`src/rtl/memfile_param.sv`:
```
// memfile_param: DEPTH x DATA_W register-file RAM with registered read, range check and bulk clear.
// Define MEM_PARITY_EN to add a per-row even-parity bit and a sticky perr flag.
module memfile_param #(
  parameter int DATA_W = 16,
  parameter int ADDR_W = 3,
  parameter int DEPTH  = 8
) (
  input  logic              clkp,
  input  logic              rstp,
  input  logic              cs,
  input  logic              we,
  input  logic [ADDR_W-1:0] addr,
  input  logic [DATA_W-1:0] din,
  input  logic              clr,
  output logic [DATA_W-1:0] dout,
  output logic              rvalid,
  output logic              err,
  output logic              busy,
  output logic              perr
);

`ifdef MEM_PARITY_EN
  localparam int ROW_W = DATA_W + 1;
`else
  localparam int ROW_W = DATA_W;
`endif
  localparam logic [ADDR_W:0]   DEPTH_X = (ADDR_W + 1)'(DEPTH);
  localparam logic [ADDR_W-1:0] LAST    = ADDR_W'(DEPTH - 1);

  typedef enum logic {IDLE, CLEAR} state_t;

  state_t            state;
  logic [ROW_W-1:0]  mem [0:DEPTH-1];
  logic [ADDR_W-1:0] cnt;
  logic              inrange;
  logic [ROW_W-1:0]  row;
  logic [ROW_W-1:0]  wrow;

  always_comb begin
    inrange = ({1'b0, addr} < DEPTH_X);
    row     = inrange ? mem[addr] : '0;
`ifdef MEM_PARITY_EN
    wrow    = {^din, din};
`else
    wrow    = din;
`endif
  end

`ifndef MEM_PARITY_EN
  assign perr = 1'b0;
`endif

  // Accesses are served first; the clear sequencer then owns the array while busy.
  always_ff @(posedge clkp or posedge rstp) begin
    if (rstp) begin
      state  <= IDLE;
      cnt    <= '0;
      busy   <= 1'b0;
      dout   <= '0;
      rvalid <= 1'b0;
      err    <= 1'b0;
`ifdef MEM_PARITY_EN
      perr   <= 1'b0;
`endif
      for (int i = 0; i < DEPTH; i++) mem[i] <= '0;
    end else begin
      rvalid <= 1'b0;
      err    <= 1'b0;
      if (cs && busy) begin
        err <= 1'b1;
      end else if (cs && we) begin
        if (inrange) mem[addr] <= wrow;
        else         err       <= 1'b1;
      end else if (cs) begin
        rvalid <= 1'b1;
        err    <= !inrange;
        dout   <= inrange ? row[DATA_W-1:0] : '0;
`ifdef MEM_PARITY_EN
        if (inrange && ^row) perr <= 1'b1;
`endif
      end

      case (state)
        IDLE: begin
          if (clr) begin
            state <= CLEAR;
            busy  <= 1'b1;
            cnt   <= '0;
          end
        end
        CLEAR: begin
          mem[cnt] <= '0;
          if (cnt == LAST) begin
            state <= IDLE;
            busy  <= 1'b0;
`ifdef MEM_PARITY_EN
            perr  <= 1'b0;
`endif
          end else begin
            cnt <= cnt + 1'b1;
          end
        end
        default: state <= IDLE;
      endcase
    end
  end

endmodule

```
`config.mk`:
```
export PLATFORM = sky130hd
export DESIGN_NAME = memfile_param
export DESIGN_NICKNAME = d
export VERILOG_FILES = /design/src/rtl/memfile_param.sv
export SDC_FILE = /design/constraint.sdc
export NUM_CORES = 1
export LEC_CHECK = 0
export ABC_AREA = 1
export CAP_MARGIN = 0
export CORE_ASPECT_RATIO = 1.2
export CORE_UTILIZATION = 25
export CTS_BUF_LIST = sky130_fd_sc_hd__clkbuf_8 sky130_fd_sc_hd__clkbuf_16
export DETAILED_ROUTE_END_ITERATION = 12
export PLACE_DENSITY = 0.47
export SYNTH_ARGS = -nofsm -noshare
export SYNTH_HDL_FRONTEND = slang
export SYNTH_SLANG_ARGS = --single-unit
```
`constraint.sdc`:
```
create_clock -name clkp -period 11.1 [get_ports clkp]
set_input_delay 2.22 -clock clkp [delete_from_list [all_inputs] [get_ports clkp]]
set_output_delay 2.22 -clock clkp [all_outputs]
set_load 0.01 [all_outputs]
```
==> summary.txt, run 1 <==
Yosys
  – Share of Yosys cell area claimed by the top area cell type: 49.6%
  – Synthesis warning total: 0
  – Synthesized area per cell: 7.33 um^2
  – Synthesized net count: 1065
  – Number of unique standard cell types used by synthesis: 23
  – Cell taking the most area after synthesis: sky130_fd_sc_hd__dfrtp_1
  – Sequential fraction of the synthesis area: 49.6%
  – Post-Syn Instances: 1039
  – Cell area after synthesis: 0.00762 mm^2
  – Synthesis-stage register bit count: 151
  – Ranking of synthesized cells by area: sky130_fd_sc_hd__dfrtp_1 (50%), sky130_fd_sc_hd__nor2_1 (15%), sky130_fd_sc_hd__nand2_1 (7.1%)

Die
  – Die Width: 161 um
  – Row count: 69
  – Overall die height: 193 um
  – Starting utilization of the core area: 25.6%
  – Area of the placeable core: 0.0298 mm^2
  – I/O pin count: 44
  – Total die area: 0.0312 mm^2

Critical path
  – CP Class: primary input to flip-flop
  – Critical path data required time: 11460 ps
  – Worst setup SP type: primary input
  – Max incr delay on CP: 580 ps
  – Cell family with most CP delay: simple AND/OR/NAND/NOR gates
  – Critical path capture point type: flip-flop
  – Critical path data arrival time: 4250 ps
  – Count of buffer and inverter cells on the critical path: 3
  – Max FO, Critical Path: 17
  – Critical path, cell by cell: clkdlybuf4s50_1, nor2_4, inv_2, nor2_4, nand2_2, inv_2, nor2_1, nor2_1
  – Crit path max-delay cell type: sky130_fd_sc_hd__clkdlybuf4s50_1

Placed design
  – Placed instance count: 1428
  – Port Buf Inserts: 42
  – Placement-stage cell area: 0.00832 mm^2
  – Detail Placement HPWL: 15200 um
  – Routability cong.: 0.801

Finish
  – Layout-stage area growth over the synthesis result: 17.0%
  – Area occupied by multi-input gates: 0.00305 mm^2
  – Fraction of layout instances using a drive strength above 1: 7.01%
  – Layout net count: 1083
  – Post-route design area: 0.00892 mm^2
  – Count of fill cells added during filler insertion: 3288
  – Diode insertion count for antenna repair: 0
  – Register cell area after layout: 0.00378 mm^2
  – Non-filler cells in the finished layout: 1460
  – Commonest cells after routing, fill and taps aside: sky130_fd_sc_hd__nor2_1 (296), sky130_fd_sc_hd__dfrtp_1 (151), sky130_fd_sc_hd__nand2_1 (145)
  – Most common cell after layout, fill and taps aside: sky130_fd_sc_hd__nor2_1

Timing
  – Hold violation count in the final report: 0
  – Endpoints failing setup: 0
  – Final setup TNS: 0 ps
  – Time the worst path needs with I/O delays and setup: 3890 ps
  – Unrepaired setup endpoints after global routing: no
  – Maximum clock frequency: 257 MHz
  – Worst hold margin: 509 ps
  – Max-slew violation total from the final report: 0
  – Relative max-transition margin: 35.4%
  – Slew @ Worst Pin: 968 ps
  – Final Skew: 8.59 ps
  – Share of the clock period used by the worst path after layout: 35.1%

GRT
  – Vias in the first global route: 6337
  – Pin count of the biggest net entering global routing: 88
  – First-pass GRT wire length: 36700 um
  – Overflow left after global routing: 0
  – Total routing usage reported by global routing: 15.5%
  – Initial antenna violation count: 0

Clocking
  – Buffer type at the clock tree root: sky130_fd_sc_hd__clkbuf_16
  – Gates resized, CTS repair: 0
  – CTS tree: done
  – Maximum level of the CTS H-tree: 4
  – Insertion delay to the later sink of the worst-skew pair: 430 ps
  – Maximum buffer depth of the clock tree: 2
  – Postcts setup bufs: 0
  – TritonCTS Buffers: 17
  – Clk sink count: 151
  – Number of buffers inserted for hold repair after clock tree synthesis: 0
  – Clock transition time at the flip-flop clock pins of the worst setup and hold paths: 60 ps

Detailed routing
  – Average via count per standard cell: 4.41
  – Pre-Repair DR Iteration Count: 6
  – Sum of routed wire length over all layers: 23000 um
  – Final routed DRC violation total: 0
  – Antenna Violating Nets Remaining: 0
  – DR iter-0 viols: 384
  – Detail-routed net length per standard cell: 15.8 um
  – Overall via count from detail_route: 6436

Power and ir drop
  – Static leakage power: 4.28 nW
  – Max VDD drop: 0.117 mV
  – Power per unit of standard cell area: 240 mW/mm^2
  – PnR Total Power: 2.14 mW

Status
  – Outcome: finished clean

Hold path
  – Worst min-delay path category: flip-flop to flip-flop

Run
  – Max-capacitance violation count: 0
-- registers in the layout, summed over array words and instances, names as in the netlist --
register,cells
dout,16
busy,1
rvalid,1
err,1
mem,128
cnt,3
state,1
-- routing by layer --
metal  routed length [um]  global-route usage [%]
met1                11000                    20.6
met2                11100                    25.6
met3                  602                    2.62
met4                  350                    4.72
met5                    0                       0
-- through the flow --
step	util [%]	setup slack (ps)
after global routing	29.9	7010
final	29.9	7210
after detailed placement	27.9	6720
after CTS	29.9	7170
after global placement	27.9	6770
after floorplan	-	4820
-- path summary, 6_finish.rpt --
path	start	to	slack, ps	depth (start not counted)
max	addr[1]	mem[106]	7210	8
min	mem[12]	mem[12]	510	2
max reg2reg	busy	mem[71]	9410	7
min reg2reg	mem[12]	mem[12]	510	2
max in group asynchronous	rstp	mem[11]	7340	3
min in group asynchronous	rstp	mem[66]	2340	2
-- synth_stat cells --
cell and count:
sky130_fd_sc_hd__inv_2 13, sky130_fd_sc_hd__nor2_4 5, sky130_fd_sc_hd__o211ai_1 14, sky130_fd_sc_hd__nor2_2 2
sky130_fd_sc_hd__nor2_1 297, sky130_fd_sc_hd__o21ai_1 65, sky130_fd_sc_hd__nand2_1 145, sky130_fd_sc_hd__dfrtp_1 151
sky130_fd_sc_hd__or2_2 7, sky130_fd_sc_hd__ha_1 2, sky130_fd_sc_hd__nand3_1 67, sky130_fd_sc_hd__or2_1 10
sky130_fd_sc_hd__clkbuf_1 23, sky130_fd_sc_hd__buf_2 14, sky130_fd_sc_hd__a22oi_1 1, sky130_fd_sc_hd__nand2_2 7
sky130_fd_sc_hd__o21ai_0 68, sky130_fd_sc_hd__conb_1 1, sky130_fd_sc_hd__nand2_4 2, sky130_fd_sc_hd__buf_6 3
sky130_fd_sc_hd__buf_4 6, sky130_fd_sc_hd__clkinv_2 2, sky130_fd_sc_hd__inv_1 134
-- power by group --
| part | internal, mW | total (mW) | switching [mW] |
|---|---|---|---|
| registers | 0.770 | 0.888 | 0.117 |
| logic | 0.284 | 0.657 | 0.373 |
| clock network | 0.345 | 0.595 | 0.249 |
| total | 1.40 | 2.14 | 0.740 |
-- worst min-delay path, stage by stage (launching register included) --
cell	delay (ps)
sky130_fd_sc_hd__dfrtp_1	340
sky130_fd_sc_hd__nor2_1	50
sky130_fd_sc_hd__nor2_1	80
-- cells by family after synthesis --
group	synth area share, %
adders and majority gates	0.328
and+or+nand+nor	29.3
AOI/OAI and AO/OA	10.2
buffers and inverters	10.5
DFF	49.6
other	0.0492
-- layout make-up --
cell class	count	share of cell area [%]
clock inverters	13	1.64
inverters	149	6.36
well taps	390	5.47
clock buffers	19	5.08
multi-input cells	693	34.2
flip-flops and latches	151	42.4
repair buffers	45	4.91
(Power assumes the default switching activity.)
==> run 2: changes to the inputs <==
==> constraint.sdc (replaced) <==
create_clock -name clkp -period 3.6 [get_ports clkp]
set_input_delay 0.72 -clock clkp [delete_from_list [all_inputs] [get_ports clkp]]
set_output_delay 0.72 -clock clkp [all_outputs]
set_load 0.01 [all_outputs]
==> run 2 against run 1 <==
Critical path depth unchanged. Design area increased by 1.0%. Global-route usage increased by 0.23 points. Hold slack got worse by 4.2 ps. Power increased to 3.1 times the previous value. Sequential power increased to 3.1 times the previous value. Critical endpoint is now mem[36].
==> summary.txt, run 2 (same netlist as run 1, synthesis figures left out) <==
Detailed routing
  – Met3 wire length: 826 um (+37%)
  – Pre-Repair DR Iteration Count: 4 (-2)
  – Average via count per standard cell: 4.39 (-0.33%)
  – Overall via count from detail_route: 6441 (+0.078%)
  – Antenna Violating Nets Remaining: 0 (unchanged)
  – DR iter-0 viols: 470 (+22%)
  – Sum of routed wire length over all layers: 23300 um (+1.1%)
  – Met1 routed wirelength after detailed routing: 11100 um (+0.97%)
  – Detail Route met2 WL: 11100 um (-0.11%)
  – Final routed DRC violation total: 0 (unchanged)
  – Detail-routed net length per standard cell: 15.9 um (+0.64%)
  – Top layer in use: met4

Power and ir drop
  – Max VDD drop: 0.358 mV (+210%)
  – Static leakage power: 4.33 nW (+1.3%)
  – Power per unit of standard cell area: 741 mW/mm^2 (+210%)

Critical path
  – Critical path data arrival time: 2510 ps (-1740 ps)
  – Max FO, Critical Path: 17 (unchanged)
  – CP Class: primary input to flip-flop
  – Critical path data required time: 3960 ps (-7500 ps)
  – Critical path capture point type: flip-flop
  – Worst setup SP type: primary input
  – Slack of the worst reg-to-reg path: 1920 ps (-7490 ps)

Finish
  – Fraction of layout instances using a drive strength above 1: 7.53% (+0.52 points)
  – Diode insertion count for antenna repair: 0 (unchanged)
  – Number of flip-flops in the largest register: 128 (unchanged)
  – Layout net count: 1089 (+0.55%)
  – Layout-stage area growth over the synthesis result: 18.2%
  – Most common cell after layout, fill and taps aside: sky130_fd_sc_hd__nor2_1
  – Commonest cells after routing, fill and taps aside: sky130_fd_sc_hd__nor2_1 (296), sky130_fd_sc_hd__dfrtp_1 (151), sky130_fd_sc_hd__nand2_1 (145)
  – Largest registers ranked by flip-flop count: mem (128), dout (16), cnt (3)
  – Most flops, register: mem

GRT
  – Overflow left after global routing: 0 (unchanged)
  – First-pass GRT wire length: 37400 um (+2.1%)
  – Initial antenna violation count: 0 (unchanged)
  – Total routing usage reported by global routing: 15.7% (+0.23 points)
  – Vias in the first global route: 6315 (-0.35%)
  – Pin count of the biggest net entering global routing: 79 (-10%)

Clocking
  – Insertion delay to the later sink of the worst-skew pair: 430 ps (about the same)
  – CTS tree: done
  – Postcts setup bufs: 0 (unchanged)
  – Buffer type at the clock tree root: sky130_fd_sc_hd__clkbuf_16
  – Clock transition time at the flip-flop clock pins of the worst setup and hold paths: 60 ps (about the same)
  – Maximum level of the CTS H-tree: 4 (unchanged)
  – Clk sink count: 151 (unchanged)
  – TritonCTS Buffers: 17 (unchanged)
  – Number of buffers inserted for hold repair after clock tree synthesis: 0 (unchanged)
  – Maximum buffer depth of the clock tree: 2 (unchanged)
  – Gates resized, CTS repair: 0 (unchanged)

Die
  – Die Width: 161 um (unchanged)
  – Total die area: 0.0312 mm^2 (unchanged)
  – Starting utilization of the core area: 25.6% (unchanged)
  – Overall die height: 193 um (unchanged)
  – Area of the placeable core: 0.0298 mm^2 (unchanged)
  – Row count: 69 (unchanged)
  – I/O pin count: 44 (unchanged)

Timing
  – Final Skew: 7.77 ps (-0.825 ps)
  – Slew @ Worst Pin: 894 ps (-74.4 ps)
  – Time the worst path needs with I/O delays and setup: 2150 ps
  – Final setup TNS: 0 ps (unchanged)
  – Max-slew violation total from the final report: 0 (unchanged)
  – Unrepaired setup endpoints after global routing: no
  – Endpoints failing setup: 0 (unchanged)
  – Share of the clock period used by the worst path after layout: 59.7%
  – Hold violation count in the final report: 0 (unchanged)
  – Minimum setup slack in the final design: 1450 ps (-5760 ps)
  – Maximum clock frequency: 465 MHz
  – Relative max-transition margin: 40.4% (+5.0 points)

Placed design
  – Port Buf Inserts: 42 (unchanged)
  – Worst slack at placement: 988 ps (-5730 ps)
  – Routability cong.: 0.763 (-4.7%)
  – Detail Placement HPWL: 15100 um (-0.62%)

Status
  – Outcome: finished clean

Run
  – Max-capacitance violation count: 0 (unchanged)

Hold path
  – Worst min-delay path category: flip-flop to flip-flop
run 2: changes by cell type in the layout (fill, tap and decap cells not counted), sizes merged:
cell      delta
bufinv       +2
clkbuf       -1
clkinv       +3
buf          +6
inv          -3
clkinvlp     -1
run 2: area by class of cell:
class                      instances  area [um^2]
timing repair buffer              51          508
multi-input combinational        693         3050
tap                              390          488
clock buffer                      18          439
fill                            3256        20800
inverter                         149          566
clock inverter                    14          181
sequential                       151         3780
run 2: worst max-delay path, cell delays in order:
cell                              delay [ps]
sky130_fd_sc_hd__clkdlybuf4s50_1         560
sky130_fd_sc_hd__inv_2                   150
sky130_fd_sc_hd__nand2_1                  70
sky130_fd_sc_hd__nor2_2                  150
sky130_fd_sc_hd__nand2_2                 280
sky130_fd_sc_hd__inv_2                   380
sky130_fd_sc_hd__nor2_1                   90
sky130_fd_sc_hd__nor2_1                  100
run 2: final timing paths:
kind / start / to / cells after the start
max in group asynchronous: rstp / mem[28] / 3
worst max register to register: state / mem[30] / 5
min in group asynchronous: rstp / mem[68] / 2
worst min-delay path: mem[15] / mem[15] / 2
worst max-delay path: addr[1] / mem[36] / 8
worst min register to register: mem[15] / mem[15] / 2
run 2: metal layers:
| metal | GRT usage (%) | vias up |
|---|---|---|
| met5 | 0 | - |
| met4 | 4.23 | 0 |
| met3 | 2.77 | 17 |
| met2 | 26.0 | 99 |
| met1 | 21.1 | 3083 |
| li1 | - | 3242 |
run 2: report_power, final:
part           switching (mW)  internal, mW  leakage, nW
clock network           0.740          1.17        0.307
registers               0.348          2.38         1.96
logic                    1.15         0.881         2.07
total                    2.24          4.43         4.33
run 2: through the flow:
step / hold WS (ps) / util (%) / power [mW] / area (um^2) / std cells
6_report: 504 / 30.2 / 6.67 / 9010 / 1466
5_1_grt: 522 / 30.2 / 7.21 / 9010 / 1466
4_1_cts: 509 / 30.2 / 6.73 / 9010 / 1466
3_5_place_dp: 495 / 28.2 / 4.81 / 8390 / 1434
3_3_place_gp: 484 / 28.2 / 4.76 / 8390 / 1434
2_1_floorplan: 475 / - / 4.14 / 7620 / 1039
